==> config.mk <==
export PLATFORM = sky130hd
export DESIGN_NAME = mem_arbiter
export DESIGN_NICKNAME = d
export VERILOG_FILES = /design/src/rtl/mem_arbiter.sv
export SDC_FILE = /design/constraint.sdc
export NUM_CORES = 1
export LEC_CHECK = 0
export CAP_MARGIN = 10
export CORE_MARGIN = 1
export CORE_UTILIZATION = 30
export CTS_BUF_LIST = sky130_fd_sc_hd__clkbuf_2
export DETAILED_ROUTE_END_ITERATION = 10
export PLACE_DENSITY_LB_ADDON = 0.15
export SYNTH_ARGS = -nofsm -noshare
export SYNTH_HDL_FRONTEND = slang
export SYNTH_SLANG_ARGS = --single-unit
==> constraint.sdc <==
create_clock -name clk -period 1.16 [get_ports clk]
set_input_delay 0.174 -clock clk [delete_from_list [all_inputs] [get_ports clk]]
set_output_delay 0.174 -clock clk [all_outputs]
set_load 0.02 [all_outputs]
==> src/rtl/mem_arbiter.sv <==
// ----------------------------------------------------------------------------
// mem_arbiter
//  Shares one single-port RAM between the CPU memory port (port 0) and the
//  program-loader/debug port (port 1). A request is captured in IDLE, the
//  winner holds the RAM for MEM_LAT cycles (ACCESS), then gets a one-cycle
//  ack with its read data (DONE). Ties are broken round-robin.
//
//  Ports
//   clk, reset          clock (posedge) and synchronous active-high reset
//   req/we/addr/wdata0  port 0 request, write flag, address, write data
//   gnt0/ack0/rdata0    port 0 ownership, completion pulse, read data
//   req/we/addr/wdata1  port 1 request (same meaning as port 0)
//   gnt1/ack1/rdata1    port 1 ownership, completion pulse, read data
//   mem_en/mem_we       RAM enable / write enable (high only in ACCESS)
//   mem_addr/mem_wdata  RAM address / write data (stable through ACCESS)
//   mem_rdata           RAM read data, sampled on the last ACCESS cycle
// ----------------------------------------------------------------------------
module mem_arbiter #(
   parameter int unsigned ADDR_W  = 8,
   parameter int unsigned DATA_W  = 8,
   parameter int unsigned MEM_LAT = 2
) (
   input  logic              clk,
   input  logic              reset,
   input  logic              req0,
   input  logic              we0,
   input  logic [ADDR_W-1:0] addr0,
   input  logic [DATA_W-1:0] wdata0,
   output logic              gnt0,
   output logic              ack0,
   output logic [DATA_W-1:0] rdata0,
   input  logic              req1,
   input  logic              we1,
   input  logic [ADDR_W-1:0] addr1,
   input  logic [DATA_W-1:0] wdata1,
   output logic              gnt1,
   output logic              ack1,
   output logic [DATA_W-1:0] rdata1,
   output logic              mem_en,
   output logic              mem_we,
   output logic [ADDR_W-1:0] mem_addr,
   output logic [DATA_W-1:0] mem_wdata,
   input  logic [DATA_W-1:0] mem_rdata
);

   localparam int unsigned CNT_W = $clog2(MEM_LAT) + 1;
   localparam logic [CNT_W-1:0] LAST_CNT = CNT_W'(MEM_LAT - 1);

   localparam logic [1:0] S_IDLE   = 2'd0;
   localparam logic [1:0] S_ACCESS = 2'd1;
   localparam logic [1:0] S_DONE   = 2'd2;

   logic [1:0]        state, state_d;
   logic              last_gnt, last_gnt_d;
   logic              owner, owner_d;
   logic [CNT_W-1:0]  lat_cnt, lat_cnt_d;
   logic              gnt0_d, gnt1_d, ack0_d, ack1_d;
   logic [DATA_W-1:0] rdata0_d, rdata1_d;
   logic              mem_en_d, mem_we_d;
   logic [ADDR_W-1:0] mem_addr_d;
   logic [DATA_W-1:0] mem_wdata_d;
   logic              win_c;

   // Lone requester wins; on a tie the port that did not win last time wins.
   assign win_c = req1 & (~req0 | ~last_gnt);

   // State and registered outputs.
   always_ff @(posedge clk) begin
      if (reset) begin
         state     <= S_IDLE;
         last_gnt  <= 1'b1;
         owner     <= 1'b0;
         lat_cnt   <= '0;
         gnt0      <= 1'b0;
         gnt1      <= 1'b0;
         ack0      <= 1'b0;
         ack1      <= 1'b0;
         rdata0    <= '0;
         rdata1    <= '0;
         mem_en    <= 1'b0;
         mem_we    <= 1'b0;
         mem_addr  <= '0;
         mem_wdata <= '0;
      end else begin
         state     <= state_d;
         last_gnt  <= last_gnt_d;
         owner     <= owner_d;
         lat_cnt   <= lat_cnt_d;
         gnt0      <= gnt0_d;
         gnt1      <= gnt1_d;
         ack0      <= ack0_d;
         ack1      <= ack1_d;
         rdata0    <= rdata0_d;
         rdata1    <= rdata1_d;
         mem_en    <= mem_en_d;
         mem_we    <= mem_we_d;
         mem_addr  <= mem_addr_d;
         mem_wdata <= mem_wdata_d;
      end
   end

   // Next state and next output values.
   always_comb begin
      state_d     = state;
      last_gnt_d  = last_gnt;
      owner_d     = owner;
      lat_cnt_d   = lat_cnt;
      gnt0_d      = gnt0;
      gnt1_d      = gnt1;
      ack0_d      = 1'b0;
      ack1_d      = 1'b0;
      rdata0_d    = rdata0;
      rdata1_d    = rdata1;
      mem_en_d    = 1'b0;
      mem_we_d    = 1'b0;
      mem_addr_d  = mem_addr;
      mem_wdata_d = mem_wdata;

      case (state)
         S_IDLE: begin
            gnt0_d = 1'b0;
            gnt1_d = 1'b0;
            if (req0 || req1) begin
               // The RAM-side registers double as the request latch.
               state_d     = S_ACCESS;
               owner_d     = win_c;
               last_gnt_d  = win_c;
               lat_cnt_d   = '0;
               gnt0_d      = ~win_c;
               gnt1_d      = win_c;
               mem_en_d    = 1'b1;
               mem_we_d    = win_c ? we1 : we0;
               mem_addr_d  = win_c ? addr1 : addr0;
               mem_wdata_d = win_c ? wdata1 : wdata0;
            end
         end

         S_ACCESS: begin
            if (lat_cnt == LAST_CNT) begin
               state_d = S_DONE;
               if (owner) begin
                  rdata1_d = mem_rdata;
                  ack1_d   = 1'b1;
               end else begin
                  rdata0_d = mem_rdata;
                  ack0_d   = 1'b1;
               end
            end else begin
               lat_cnt_d = lat_cnt + CNT_W'(1);
               mem_en_d  = 1'b1;
               mem_we_d  = mem_we;
            end
         end

         S_DONE: begin
            state_d = S_IDLE;
            gnt0_d  = 1'b0;
            gnt1_d  = 1'b0;
         end

         default: begin
            state_d = S_IDLE;
            gnt0_d  = 1'b0;
            gnt1_d  = 1'b0;
         end
      endcase
   end

endmodule

Word level (Yosys, flattened, before mapping)
Index checks and enable logic that the tools add are counted.
{"block": "totals", "regBits": 44, "output_inout_bits": 38}
{"block": "classes", "n_eq_ne": 5, "n_mux": 21, "reduce_logical": 9, "add_sub_neg": 1, "n_bitwise": 8}
{"operator": "$mux 8", "n": 2}
{"operator": "$mux 1", "n": 9}
{"operator": "$reduce_and 3->1", "n": 3}
{"operator": "$mux 2", "n": 4}
{"operator": "$pmux 1 s2", "n": 4}
{"operator": "$pmux 2 s2", "n": 2}
{"operator": "$ne 2x2->1 const B", "n": 3}
{"operator": "$not 1->1", "n": 6}
{"operator": "$eq 2x1->1 const B", "n": 2}
{"operator": "$reduce_and 2->1", "n": 2}
{"operator": "$reduce_or 3->1", "n": 1}
{"operator": "$add 2x1->2 const B", "n": 1}
{"operator": "$logic_not 2->1", "n": 1}
{"operator": "$reduce_bool 2->1", "n": 1}
{"operator": "$and 1x1->1", "n": 1}
{"operator": "$logic_or 1x1->1", "n": 1}
{"operator": "$or 1x1->1", "n": 1}

Logic depth before layout (Yosys ltp)
{"block": "depth", "word_depth": 6, "depth_mapped": 6, "mapped_depth_nobuf": 5}

Least setup slack after synthesis
No wires, ideal clock.
{"block": "synth_timing", "path_type": "reg-to-reg", "start": "reg lat_cnt[0]", "end": "reg rdata0[0]", "path_stages_with_launch": 6, "arrival_time_ns": 1.166, "period_less_slack_ns": 1.236, "t_required_ns": 1.089, "path_slack_ns": -0.076, "path_cell_list": "dfxtp_1 ha_1 nor4bb_1 buf_2 nand2_1 a21oi_1"}
{"block": "synth_via", "elab_chain_cells": 2}
{"item": "start: declaration", "line": "56", "source": "logic [CNT_W-1:0] lat_cnt, lat_cnt_d;"}
{"item": "start signal: assignment", "line": "88", "source": "lat_cnt <= lat_cnt_d;"}
{"item": "$eq 2x1->1", "line": "139", "source": "if (lat_cnt == LAST_CNT) begin"}
{"item": "$reduce_and 3->1 (no source line)"}
{"item": "end signal: assignment", "line": "93", "source": "rdata0 <= rdata0_d;"}
{"item": "end: declaration", "line": "31", "source": "output logic [DATA_W-1:0] rdata0,"}
Every way passes these cells.
A chain may end at the register's enable or synchronous reset.

Worst setup path in the final report
{"block": "layout_timing", "start": "reg lat_cnt[1]", "end": "reg rdata0[5]"}
Same word-level chain as after synthesis.

==> flow_metrics.tcl <==
set metrics [dict create \
    grt_max_degree 20 \
    ioPinCount 84 \
    finalHoldViolCount 0 \
    synth_area_um2 1830 \
    gp_congestion 0.680 \
    power_density_nw_per_um2 1110 \
    endpoint_kind "flip-flop" \
    yosys_register_bits 44 \
    die_w_um 80.1 \
    n_antenna_cell 0 \
    drc 0 \
    clock-root-buffer "clkbuf_2" \
    io_buffers 83 \
    postSynthAreaPerCell_um2 8.55 \
    clock_latency_ns 0.40 \
    leakagePower_uw 0.00129 \
    netlist_instances 214 \
    first_pass_iters 4 \
    synth_cell_types 32 \
    ir_worst_vdd_v 0.000627 \
    final.setup.worst_slack_ns -0.128 \
    vias 1924 \
    grt.overflow.total 0 \
    syn_nets 261 \
    worstHoldPathType "input port to flip-flop" \
    clock_sinks 44 \
    seqCellArea_um2 937 \
    critical_path_required_ns 1.50 \
    cp_num_buf_inv 2 \
    ant_nets 0 \
    min_period_ns 1.29 \
    cp_max_fo 8 \
    nets 370 \
    cp.arrival_ns 1.63 \
    rsz0062_at_grt "yes" \
    holdWs_ns 0.313 \
    slew_viol_final 0 \
    maxCapViolCount 0 \
    clk_pin_slew_ns 0.21 \
    core_um2 5890 \
    layout_common_cells "nand2_1 (58), clkdlybuf4s50_1 (45), dfxtp_2 (36), buf_2 (36), buf_4 (27)" \
    crit_type "flip-flop to flip-flop" \
    die_area_um2 6410 \
    grt_pass1_vias 1853 \
    max_freq_mhz 776 \
    maxSlewHeadroom 0.751 \
    tightest_slew_ns 0.372 \
    wirelength_um 5290 \
    clock_skew_ns 0.0179 \
    cts.htree.levels 2 \
    rows 28 \
    vias_per_cell 4.82 \
    grt.total_usage 0.167 \
    cpPeakStageDelay_ns 0.37 \
    drtIter0Drc 94 \
    cts_tree "yes" \
    cts_buffer_depth 2 \
    crit_slowest_cell "dfxtp_2" \
    worstSetupStartpointType "flip-flop" \
    final_common_cell "nand2_1" \
    final_core_util 0.522 \
    ctsHoldBuffers 0 \
    hpwl_um 3510 \
    initial_core_util 0.311 \
    violations "setup timing" \
    yosys_warnings 0 \
    die_h_um 80.1 \
    wl_per_cell_um 13.3 \
    cts_buffers 5 \
    status "finished with violations" \
    cp_top_family "flip-flops" \
    drive_gt1_frac 0.481 \
    area_delta_synth_final_pct 67.9 \
    setup-violations-final 23 \
    grt_pass1_wl_um 8400 \
    ys_seq_area_frac 0.482 \
    nFillCells 589 \
    finalCritPeriodShare 1.11 \
    path_cells "inv_2, ha_4, nor4bb_2, buf_4, nand2_2, a21oi_2" \
    grt_antenna_before_repair 0 \
    multi_input_area_um2 981 \
]
==> metrics by stage <==
step / std cells / setup TNS [ns] / area (µm²) / setup WS (ns) / total power (µW)
floorplan: 214 / -0.0363 / 1850 / -0.0181 / 2200
global route: 399 / -4.66 / 3070 / -0.230 / 3590
global placement: 382 / -12.04 / 2910 / -0.498 / 2720
detailed placement: 382 / -12.30 / 2910 / -0.516 / 2720
finish: 399 / -2.13 / 3070 / -0.128 / 3400
CTS: 392 / -1.89 / 2870 / -0.125 / 3310
==> worst register-to-register path, delay by kind of cell (launching register included) <==
kind / cells / cell delay (ns)
AOI/OAI and AO/OA: 1 / 0.12
DFF: 1 / 0.37
adders and majority gates: 1 / 0.17
and+or+nand+nor: 2 / 0.29
buffers and inverters: 2 / 0.27
==> per-layer routing <==
layer  routed length, µm  GRT usage  vias to the layer above
li1                    -          -                      970
met1                2230      0.196                      871
met2                2520      0.283                       76
met3                 484     0.0636                        7
met4                  54     0.0482                        0
met5                   0          0                        -
==> kinds of logic (layout without fill, tap and decap cells) <==
group | after synthesis | in the layout | share of synthesized area
flops | 44 | 44 | 0.482
buf+inv | 20 | 130 | 0.0704
compound gates | 61 | 61 | 0.220
simple gates | 87 | 87 | 0.215
fa+ha+maj | 1 | 1 | 0.00684
mux | 1 | 1 | 0.00547
==> worst paths after layout <==
kind / startpoint / endpoint / slack [ns] / depth (start not counted)
worst max-delay path: lat_cnt[1] / rdata0[5] / -0.13 / 6
worst min-delay path: wdata0[6] / mem_wdata[6] / 0.31 / 3
worst max register to register: lat_cnt[1] / rdata0[5] / -0.13 / 6
worst min register to register: rdata0[6] / rdata0[6] / 0.47 / 2
==> cell type report <==
| type | instances | share of cell area |
|---|---|---|
| Inverter | 2 | 0.00244 |
| Sequential cell | 44 | 0.305 |
| Tap cell | 75 | 0.0306 |
| Clock buffer | 7 | 0.0114 |
| Multi-Input combinational cell | 150 | 0.319 |
| Timing Repair Buffer | 120 | 0.330 |
| Clock inverter | 1 | 0.00122 |
==> sequential cells by signal, summed over array words and instances (netlist names) <==
signal,cells
last_gnt,1
rdata1,8
state,2
ack1,1
mem_wdata,8
owner,1
rdata0,8
mem_en,1
mem_addr,8
ack0,1
mem_we,1
lat_cnt,2
gnt0,1
gnt1,1
==> where the power goes <==
| group | internal, µW | switching (µW) |
|---|---|---|
| combinational | 550 | 511 |
| clock | 161 | 461 |
| sequential | 1640 | 70.5 |
| total | 2350 | 1040 |
==> cells in the mapped netlist <==
master	n	area [µm²]
o21ai_0	1	5.00
a31o_1	2	17.5
o31ai_1	1	7.51
or3b_1	1	8.76
nor4bb_1	2	20.0
and3b_1	1	8.76
nand4bb_1	1	11.3
buf_4	3	22.5
or2_1	1	6.26
a21oi_1	35	175
a311oi_1	16	140
inv_1	2	7.51
nand2_1	66	248
nor3b_2	1	12.5
a21bo_1	1	10.0
nor3_1	3	15.0
buf_2	4	20.0
and3_1	1	6.26
nand4b_1	1	8.76
a21boi_4	1	18.8
and4b_1	1	10.0
nor2_2	1	6.26
a211oi_1	1	7.51
a22oi_1	2	15.0
a31oi_1	1	6.26
clkbuf_1	6	22.5
buf_6	5	56.3
mux2i_1	1	10.0
nor3_2	1	10.0
dfxtp_1	44	881
ha_1	1	12.5
nor2_1	6	22.5
==> timing repair <==
item / CTS / global route
buffers inserted: 3 / 6
gates resized for setup: 198 / 44
pin swaps: 10 / 13
endpoints found under the setup margin: 76 / 48
gates cloned: 0 / 1
Note: power is estimated with default switching activity, not from simulation.
==> RTL edit 1, RTL diff (config.mk and constraints unchanged) <==
Make the reset (`reset`) asynchronous in one clocked block. Comments in the files are not updated.
--- a/src/rtl/mem_arbiter.sv
+++ b/src/rtl/mem_arbiter.sv
@@ -65,7 +65,7 @@
    assign win_c = req1 & (~req0 | ~last_gnt);
 
    // State and registered outputs.
-   always_ff @(posedge clk) begin
+   always_ff @(posedge clk or posedge reset) begin
       if (reset) begin
          state     <= S_IDLE;
          last_gnt  <= 1'b1;
Formal check against the unedited RTL: differs if reset is asserted again (counterexample within 4 cycles, from zero or initial values and one cycle with reset high); with reset held inactive, the same outputs for 10 cycles.
==> RTL edit 1 against the unedited design <==
The flow still finishes with violations (negative setup slack); synthesized cell count is 33% lower; routed wire length fell by 6.4%; design area grew 17%; utilization is 8.2 points higher; worst setup slack worse by 0.22 ns; synthesized area up 2.3%; sequential cell count unchanged; critical path type unchanged; critical endpoint is now rdata0[3].
Power is not compared: it rests on default switching activity, and its combinational part moved more than twofold at a synthesized area within 25%.
==> RTL edit 1: results (changes against the unedited design) <==
Detailed routing:
- The total wire length after detailed routing is 4.95 mm (-6.4%).
- The violation count after the first detailed-route iteration is 30 (-68%).

Timing:
- The minimum hold slack is 0.0878 ns (-0.226 ns).
- The worst clock skew came to 0.0298 ns (+0.0119 ns).
- The transition time at the pin with the least slew margin is 0.405 ns (+0.0326 ns).
- The setup slack of the critical path after layout is -0.345 ns (-0.217 ns).
- The total negative slack is -8.32 ns (-6.19 ns).
- The number of failing setup endpoints in the final timing report is 68 (+200%).

Finish:
- The layout filler cell count is 507 (-14%).
- The fraction of final layout cells sized beyond drive strength 1 is 58.1% (+9.9 points).
- The net total in the final layout is 325 (-12%).

Hold path:
- The path type of the worst min-delay path is primary input to async pin.

Synth:
- The number of distinct library cell variants in the gate-level netlist after synthesis is 28 (-13%).
- The net count after synthesis is 191 (-27%).
- The synthesized instance count is 144 (-33%).
- The share of async-settable or async-resettable flops after synthesis is 100% (+100 points).

Place:
- The placer's final routability congestion estimate was 0.673 (-0.93%).
- The number of placed instances with taps included was 319 (-16%).

GRT:
- The global-route usage over all layers is 16.2% (-0.56 points).
- The number of global-route vias before repair is 1658 (-11%).
- The maximum number of pins on one net before global-route repair is 31 (+55%).

Critical path:
- The arrival time of the worst setup path is 1.82 ns (+0.19 ns).

Outcome:
- The final reports fail on negative setup slack.
- The run finished, with violations left.

Clock network:
- The insertion delay to the later sink of the worst-skew pair is 0.42 ns (+0.02 ns).
[RTL edit 1: cell count changes after synthesis, sizes merged, moves of 16 or more]
cell and change:
nand2 -64, o21ai +34, a21oi -34, mux2 +16, mux2i +17, dfrtp +43
a311oi -16, dfxtp -44
[RTL edit 1: what timing repair did]
action                                  4_1_cts  5_1_grt
buffers inserted                             10       15
cloned                                        3        0
resized for setup                           285       43
pin swaps                                    17        9
endpoints found under the setup margin       81       81
[RTL edit 1: cells by family (layout without fill, tap and decap cells)]
family,Yosys count,after routing,synth area share (%)
fa+ha+maj,1,1,0.669
compound gates,43,43,12.8
mux,34,34,20.9
flops,44,44,58.9
simple gates,10,11,3.54
buf+inv,12,146,3.21
[RTL edit 1: cell type report]
class / instances / share of cell area, %
clock buffers: 5 / 0.696
clock inverters: 3 / 1.32
inverters: 5 / 0.626
multi-input cells: 89 / 26.8
flip-flops and latches: 44 / 30.6
well taps: 75 / 2.61
repair buffers: 133 / 37.3
[RTL edit 1: worst max-delay path: stages, from the launching register on]
cell     delay (ns)
dfrtp_1        0.43
inv_2          0.08
ha_4           0.12
and3b_4        0.19
nor2b_4        0.16
buf_12         0.15
mux2_4         0.29
[RTL edit 1: layer usage]
metal / vias up / share of wire [%] / GRT usage [%] / wire length (um)
met5: - / 0 / 0 / 0
met2: 66 / 47 / 26.3 / 2320
met4: 0 / 1.8 / 4.29 / 87
met3: 9 / 6.5 / 4.94 / 322
met1: 775 / 45 / 20.8 / 2220
li1: 790 / - / - / -
[RTL edit 1: power by group]
part	switching, W	total [W]	internal [W]
logic	0.00260	0.00617	0.00357
clock network	0.000533	0.000906	0.000373
registers	0.000600	0.00289	0.00229
total	0.00373	0.00997	0.00624
==> RTL edit 2, RTL diff (config.mk and constraints unchanged) <==
Made on the original files. Set the parameter `DATA_W` to 9 (it was 8).
--- a/src/rtl/mem_arbiter.sv
+++ b/src/rtl/mem_arbiter.sv
@@ -17,7 +17,7 @@
 // ----------------------------------------------------------------------------
 module mem_arbiter #(
    parameter int unsigned ADDR_W  = 8,
-   parameter int unsigned DATA_W  = 8,
+   parameter int unsigned DATA_W  = 9,
    parameter int unsigned MEM_LAT = 2
 ) (
    input  logic              clk,
Interface: changed (6 resized); port bits go from 84 to 90. The function was not compared with the original's and may differ.
==> RTL edit 2 against the unedited design <==
The flow still finishes with violations (negative setup slack); synthesized area increased by 7.4%; clock skew is 0.0090 ns higher; design area rose by 14%; worst setup slack worse by 0.061 ns; power up 23%; die area rose by 7.2%; highest routed layer unchanged; sequential cell count is 3 higher; routed wire length up 7.8%.
==> RTL edit 2: results (changes against the unedited design) <==
GRT:
- The wire length of the first global-routing pass is 9.07 mm (+8.0%).
- The maximum number of pins on one net before global-route repair is 32 (+60%).
- The number of antenna violations at the first check in global routing is 0 (unchanged).
- The number of global-route vias before repair is 1894 (+2.2%).
- The global-route usage over all layers was 16.1% (-0.66 points).

Clock network:
- The total of cells resized after clock tree synthesis is 237 (+20%).
- The clock-pin transition on the worst setup and hold timing paths is 0.24 ns (+0.03 ns).
- The insertion delay to the later sink of the worst-skew pair is 0.43 ns (+0.03 ns).
- The number of buffers added by the clock tree synthesis step is 5 (unchanged).
- The clock tree root buffer cell is clkbuf_2.
- The maximum number of buffers from clock root to sink was 2 (unchanged).
- The H-tree depth is 2 (unchanged).
- The number of buffers inserted by post-CTS setup repair is 7 (+4).

Finish:
- The fraction of final layout cells sized beyond drive strength 1 came to 46.6% (-1.6 points).
- The net total in the final layout was 401 (+8.4%).
- The count of antenna diodes in the layout was 0 (unchanged).
- The layout filler cell count was 608 (+3.2%).
- The largest registers in the layout are mem_wdata: 9 flops, rdata0: 9 flops, rdata1: 9 flops.

Synth:
- The number of distinct library cell variants in the gate-level netlist after synthesis is 37 (+16%).
- The share of async-settable or async-resettable flops after synthesis is 0% (unchanged).
- The main flop type after synthesis is dfxtp_1.
- The yosys synthesis warning count came to 0 (unchanged).
- The post-synthesis sequential area ratio came to 47.9% (-0.26 points).
- The net count after synthesis is 278 (+6.5%).
- By count the netlist is led by nand2_1, dfxtp_1, a21oi_1.
- In the post-synthesis netlist, the biggest area contributors are dfxtp_1, nand2_1, a21oi_1.
- The count of flip-flops with a built-in enable after synthesis is 0 (unchanged).

Power and ir drop:
- The worst voltage drop across the vdd grid came to 0.708 mV (+13%).
- The static leakage came to 1.40 nW (+8.5%).

Timing:
- The minimum hold slack came to 0.0404 ns (-0.273 ns).
- The setup slack of the critical path after layout came to -0.189 ns (-0.0607 ns).
- The maximum clock frequency is 0.741 GHz (-4.5%).
- The tightest slew margin relative to the limit is 77.5% (+2.4 points).
- The worst clock skew is 0.0269 ns (+0.00903 ns).
- The number of failing setup endpoints in the final timing report is 42 (+83%).
- The total negative slack came to -2.77 ns (-0.638 ns).

Detailed routing:
- The violation count after the first detailed-route iteration is 41 (-56%).
- The total wire length after detailed routing is 5.70 mm (+7.8%).
- The via count normalized by instance count was 4.86 (+0.79%).
- The number of iterations in the first detailed-routing pass came to 4 (unchanged).

Place:
- The post-detailed-placement half-perimeter wirelength is 3.99 mm (+14%).
- The placer's final routability congestion estimate is 0.741 (+9.0%).
- The number of buffers inserted by port buffering was 89 (+7.2%).

Critical path:
- The maximum fanout count along the critical path is 5 (-3).
- The arrival time of the worst setup path was 1.71 ns (+0.08 ns).

Outcome:
- The run finished, with violations left.
- The checks that failed: negative setup slack.

Hold path:
- The worst hold path belongs to the class primary input to flop.
## RTL edit 2: area by class of cell
type	instances	area (um2)	area share, %
timing repair buffer	134	1320	37.7
clock buffer	5	25.0	0.715
sequential	47	1000	28.6
clock inverter	3	67.6	1.93
inverter	2	7.51	0.215
multi-input combinational	161	985	28.1
tap	77	96.3	2.75
## RTL edit 2: path summary, 6_finish.rpt
kind,startpoint,endpoint,cells after the start
worst min-delay path,reset,mem_we,3
worst min register to register,rdata0[4],rdata0[4],2
worst max register to register,lat_cnt[1],lat_cnt[1],5
worst max-delay path,lat_cnt[1],lat_cnt[1],5
## RTL edit 2: per-stage QoR
step	area (um2)	worst slack (ns)	instances
after floorplan	1980	-0.142	228
final	3500	-0.189	429
after global routing	3500	-0.269	429
after CTS	3150	-0.200	422
after detailed placement	3070	-0.482	406
after global placement	3070	-0.441	406
## RTL edit 2: logic make-up after synthesis
group | count (synthesis) | synth area share [%]
adder cells (fa/ha/maj) | 1 | 0.637
AND/OR/NAND/NOR | 94 | 22.2
buffers and inverters | 20 | 7.01
multiplexers | 2 | 1.02
flip-flops | 47 | 47.9
AO/OA/AOI/OAI | 64 | 21.3
## RTL edit 2: critical path, stage by stage, from the launching register on
cell     delay, ns
dfxtp_2       0.39
inv_2         0.04
ha_4          0.15
or3b_4        0.39
or2_0         0.21
a21oi_1       0.12
## RTL edit 2: metal layers
metal / up-vias / track usage, % / part of all wire, %
met2: 78 / 26.5 / 47
met5: - / 0 / 0
met1: 952 / 20.0 / 44
met3: 9 / 5.57 / 7.4
li1: 1046 / - / -
met4: 0 / 4.23 / 1.4
## RTL edit 2: power by group
part           internal, W  leakage, nW  switching [W]
combinational     0.000673        0.948       0.000522
sequential         0.00175        0.403      0.0000975
clock             0.000578       0.0492       0.000552
total              0.00300         1.40        0.00117
